### src/rtl/sync_down_timer.sv
// Synchronous loadable down-counter with one-shot / periodic terminal-count pulse.
// Optional prescaler enabled by defining DOWN_TIMER_PRESCALE_EN.
module sync_down_timer #(
  parameter int WIDTH    = 4,
  parameter int PRESCALE = 4
) (
  input  logic             clk,
  input  logic             rst,
  input  logic             load,
  input  logic [WIDTH-1:0] load_val,
  input  logic             start,
  input  logic             stop,
  input  logic             en,
  input  logic             mode,
  output logic [WIDTH-1:0] count,
  output logic             tc,
  output logic             busy,
  output logic             done
);

  typedef enum logic [1:0] {IDLE, RUN, DONE} state_t;

  state_t           state;
  logic [WIDTH-1:0] reload;
  logic             step;
  logic             start_ok;

  assign start_ok = start && (state != RUN);

`ifdef DOWN_TIMER_PRESCALE_EN
  localparam int PW = (PRESCALE > 1) ? $clog2(PRESCALE) : 1;

  logic [PW-1:0] presc;

  assign step = (presc == PW'(PRESCALE - 1));

  always_ff @(posedge clk or negedge rst) begin
    if (!rst) begin
      presc <= '0;
    end else if (load || stop || start_ok) begin
      presc <= '0;
    end else if (state == RUN && en) begin
      presc <= step ? '0 : presc + 1'b1;
    end
  end
`else
  assign step = 1'b1;
`endif

  // busy/done are kept as flops beside state so every output leaves a register.
  always_ff @(posedge clk or negedge rst) begin
    if (!rst) begin
      // NOTE: async reset sits in the sensitivity list; state uses <= so all flops update together.
      state  <= IDLE;
      count  <= '0;
      reload <= '0;
      tc     <= 1'b0;
      busy   <= 1'b0;
      done   <= 1'b0;
    end else begin
      tc <= 1'b0;
      if (load) begin
        reload <= load_val;
        count  <= load_val;
        state  <= IDLE;
        busy   <= 1'b0;
        done   <= 1'b0;
      end else if (stop) begin
        state <= IDLE;
        busy  <= 1'b0;
        done  <= 1'b0;
      end else if (start_ok) begin
        if (reload != '0) begin
          count <= reload;
          state <= RUN;
          busy  <= 1'b1;
          done  <= 1'b0;
        end else begin
          count <= '0;
          state <= DONE;
          busy  <= 1'b0;
          done  <= 1'b1;
          tc    <= 1'b1;
        end
      end else if (state == RUN && en && step) begin
        if (count > WIDTH'(1)) begin
          count <= count - 1'b1;
        end else begin
          tc <= 1'b1;
          if (mode) begin
            count <= reload;
          end else begin
            count <= '0;
            state <= DONE;
            busy  <= 1'b0;
            done  <= 1'b1;
          end
        end
      end
    end
  end

endmodule

### config.mk
export PLATFORM = sky130hd
export DESIGN_NAME = sync_down_timer
export DESIGN_NICKNAME = d
export VERILOG_FILES = /design/src/rtl/sync_down_timer.sv
export SDC_FILE = /design/constraint.sdc
export NUM_CORES = 1
export LEC_CHECK = 0
export CAP_MARGIN = 20
export CORE_MARGIN = 2
export CORE_UTILIZATION = 25
export DETAILED_ROUTE_END_ITERATION = 8
export PLACE_DENSITY = 0.57
export REMOVE_ABC_BUFFERS = 1
export SLEW_MARGIN = 15
export SYNTH_ARGS = -nofsm -noshare
export SYNTH_HDL_FRONTEND = slang
export SYNTH_SLANG_ARGS = --single-unit
### constraint.sdc
create_clock -name clk -period 5.4 [get_ports clk]
set_input_delay 0.54 -clock clk [delete_from_list [all_inputs] [get_ports clk]]
set_output_delay 0.54 -clock clk [all_outputs]
set_load 0.005 [all_outputs]
### Word-level counts from Yosys, hierarchy flattened

Cells that the tools add are included.

| operators by class | value |
|---|---|
| $add $sub $neg | 1 |
| order comparisons | 1 |
| equal/unequal tests | 5 |
| mux-type cells | 33 |
| reduce and logical (&&, ||, !) cells | 7 |

Operators with widths:

| cell | number |
|---|---|
| two-way mux 4 bit | 7 |
| two-way mux 1 bit | 19 |
| two-way mux 2 bit | 7 |
| nonzero test 4 bit | 2 |
| > comparator 4 x 1 -> 1 bit, second input constant | 1 |
| inequality test 4 x 3 -> 1 bit, second input constant | 1 |
| inequality test 4 bit, second input constant | 1 |
| subtractor 4 x 1 -> 4 bit, second input constant | 1 |
| AND reduction 3 bit | 1 |
| nonzero test 3 bit | 1 |
| == test 2 x 1 -> 1 bit, second input constant | 1 |
| logical AND 1 bit | 2 |
| inequality test 2 x 1 -> 1 bit, second input constant | 1 |
| inequality test 2 bit, second input constant | 1 |
| AND reduction 2 bit | 1 |

| word-level totals | value |
|---|---|
| register bits after elaboration | 13 |
| output and inout port bits | 7 |
| logic and storage cells | 53 |

### Longest topological paths before layout

| depth | value |
|---|---|
| depth in word-level cells | 6 |
| depth in mapped cells | 7 |

### Worst setup path after synthesis

OpenSTA, ideal clock, no wires.

| timing path | value |
|---|---|
| path kind | register to register |
| from | reg count[0] |
| to | reg count[2] |
| library setup time | 0.121 ns |
| data arrival time | 1.651 ns |
| path slack | 3.628 ns |
| stages on the path, launching flop included | 8 |
| path buffers | 0 |
| clock period less this slack | 1.772 ns |
| path through | dfrtp_1 -> inv_1 -> ha_1 -> or2_4 -> a32oi_2 -> nor2_2 -> a221o_1 -> a22o_1 |

| on the way | value |
|---|---|
| longest elaborated chain between the ends | 6 |
| elaborated cells between the ends (all ways) | 7 |

Ends and longest elaborated chain:

| element | line | text |
|---|---|---|
| start: declaration | 15 | `output logic [WIDTH-1:0] count,` |
| start signal: assignment | 64 | `count <= load_val;` |
| start signal: assignment | 74 | `count <= reload;` |
| start signal: assignment | 87 | `count <= count - 1'b1;` |
| subtractor 4 x 1 -> 4 bit or > comparator 4 x 1 -> 1 bit (tied branches) | 87, 86 |  |
| two-way mux 4 bit * | 86 | `if (count > WIDTH'(1)) begin` |
| two-way mux 4 bit * | 85 | `end else if (state == RUN && en && step) begin` |
| two-way mux 4 bit * | 72 | `end else if (start_ok) begin` |
| two-way mux 4 bit * | 68 | `end else if (stop) begin` |
| two-way mux 4 bit * | 62 | `if (load) begin` |

Every way passes the cells marked *; elsewhere a longest branch is shown, timed or not. The select of a mux whose other input is x is not followed.
A chain may end at the register's enable or synchronous reset.

### Final worst setup path

| timing path | value |
|---|---|
| from | in load |
| to | reg count[3] |

| on the way | value |
|---|---|
| longest elaborated chain between the ends | 2 |
| elaborated cells between the ends (all ways) | 4 |

Ends and longest elaborated chain:

| element | line | text |
|---|---|---|
| start: declaration | 9 | `input logic load,` |
| inequality test 2 bit (no line) or nonzero test 3 bit (tied branches) | n/a |  |
| AND reduction 2 bit (no line) | n/a |  |

Several ways; a longest one is shown, not always the timed one.

==> out/results.ini <==
[outcome]
status=complete, no violations

[clock_network]
insertion_delay_ps=270
cts.sinks=11
clk_path_buf_depth=2
htree_levels=1
path_clk_slew_ps=70
cts_made_buffers=3
ctsHoldBuffers=0
post-cts-setup-buffer-count=0
ctsResizeCount=0
root_buffer=clkbuf_4
tritoncts=done

[worst_hold_path]
whs_path_depth=1
hold_class=flip-flop to flip-flop

[yosys]
synthTopCellsByCount=dfrtp_1, a21oi_1, inv_1, nor2_1
ys.flop_type=dfrtp_1
syn_area_um2=633
netlist_instances=61
synth_cell_types=32
synthArstFlopShare_pct=100
synth-compound-area-share_pct=23.5
post-synth-top-area-cell=dfrtp_1
synth-seq-cells=11
postSynthAreaPerCell_um2=10.4
synth_edf_count=0
synth_fa_ha_area_share_pct=3.95
yosysTopAreaCellShare_pct=43.5
ys_seq_area_share_pct=43.5
synth_mux_area_share_pct=6.92
synthSimpleGateAreaFrac_pct=17.2
yosysWarnings=0
synth-xor-area-share_pct=1.38
synth_top_family_by_area=compound AO/OA/AOI/OAI gates
synth_area_leaders=dfrtp_1, mux2_2, a21oi_1, ha_1, inv_1
synthMostInstantiatedCell=dfrtp_1

[routing]
drt_wl_total_mm=1.40
via_per_inst=4.90
vias=544
first_pass_iters=4
postRouteAntennaNets=0
wl_per_cell_um=12.6
drt-met1-wl_um=621
wl_met2_um=646
top_layer=met4
post-route-drc-count=0
wl_met3_um=87
drtIter0Drc=7

[grt]
grt-ovfl-total=0
grt_pass1_vias=524
grt_pass1_wl_mm=2.37
antenna_found_initial=0
track_usage_pct=11.7
grt_start_max_net_pins=17

[timing]
slew_violations=0
slew_headroom_pct=63.2
fmaxAchievable_mhz=521
worst_pin_slew_ps=550
grt_setup_unrepaired=false
setup_viol=0
fin_skew_ps=3.10
timing.setup.tns_ps=0
fin_crit_ps=1920
finalHoldViolations=0
finalCritPeriodShare_pct=35.6
holdWs_ps=542

[placed_design]
gp_congestion=0.756
placed_cell_area_um2=837
dp_hpwl_mm=1.09
io_buffers=17

[finish]
drive_gt1_share_pct=16.0
final_nets=95
design_area_um2=863
n_antenna_cell=0
fillers=260
syn_to_final_growth_pct=36.4

[critical_path]
r2r_end=count[2]
cp_max_fo=16
reg2reg_depth=7
slowest_delay_ps=690
crit_required_ps=5530
r2r-start=count[0]
cp.arrival_ps=2050
endpoint=count[3]
cp.buffers_inverters=1
end_kind=flip-flop
cp_top_family=buffers and inverters
critPathKind=input port to flip-flop
crit_cells=4
reg2reg_slack_ps=3480
start_kind=input port
timing.critical_path.from=load
slowest_stage=clkdlybuf4s50_1
crit_path_cell_trace=clkdlybuf4s50_1 > or2_2 > o32ai_1 > a21oi_1

[pwr]
leakagePower_nw=0.346
peakVddDrop_v=0.0000886
powerDensity_nw_per_um2=259

[die]
core_um2=2430
dieHeight_um=54.3
die_area_um2=2950
core.rowCount=18
dieWidth_um=54.3
io_pins=18
start_util_pct=26.0

[job]
max_cap_viol_count=0

==> cell type report <==
cell class,count,area (µm²),share of cell area [%]
Multi-Input combinational cell,44,335,38.8
Sequential cell,11,275,31.9
Timing Repair Buffer,17,170,19.7
Tap cell,30,37.5,4.35
Clock buffer,4,26.3,3.04
Inverter,5,18.8,2.17
==> routing by layer <==
metal  up-vias  GRT usage (%)
met2        15           17.9
met4         0           8.75
met5         -              0
li1        268              -
met3         5           2.73
met1       256           14.1
==> report_power, final <==
group / internal, W / switching [W] / total, W
clock network: 0.0000286 / 0.0000286 / 0.0000572
registers: 0.0000910 / 0.00000987 / 0.000101
logic: 0.0000373 / 0.0000282 / 0.0000655
==> worst min path at each step <==
stage          startpoint   endpoint  slack [ps]
6_report        reload[0]  reload[0]         540
5_1_grt         reload[0]  reload[0]         560
4_1_cts         reload[0]  reload[0]         550
3_5_place_dp    reload[2]  reload[2]         530
3_3_place_gp    reload[2]  reload[2]         530
2_1_floorplan         rst       busy         240
==> placed cells by master, fill, tap and decap left out, types with 2 or more instances in the layout <==
master,count
clkdlybuf4s50_1,17
dfrtp_1,11
inv_1,5
nor2_1,5
a21oi_1,5
nor3_1,3
mux2_2,3
clkbuf_4,3
nand2_1,2
a221oi_1,2
ha_1,2
==> registers in the layout, indices dropped and copies added (netlist names) <==
signal,cells
state,1
reload,4
busy,1
tc,1
count,4
==> through the flow <==
| stage | power (W) | utilization, % | instances | setup slack [ps] |
|---|---|---|---|---|
| after floorplan | 0.000137 | - | 60 | 3630 |
| after detailed placement | 0.000169 | 34.4 | 107 | 3220 |
| after global placement | 0.000168 | 34.4 | 107 | 3260 |
| final | 0.000224 | 35.5 | 111 | 3480 |
| after CTS | 0.000227 | 35.5 | 111 | 3470 |
| after global routing | 0.000240 | 35.5 | 111 | 3360 |
==> logic make-up after synthesis <==
logic type      count (synthesis)
simple gates                   19
compound gates                 18
xor+xnor                        1
flops                          11
fa+ha+maj                       2
mux                             4
buf+inv                         6
Power figures use the tool's default switching activity.
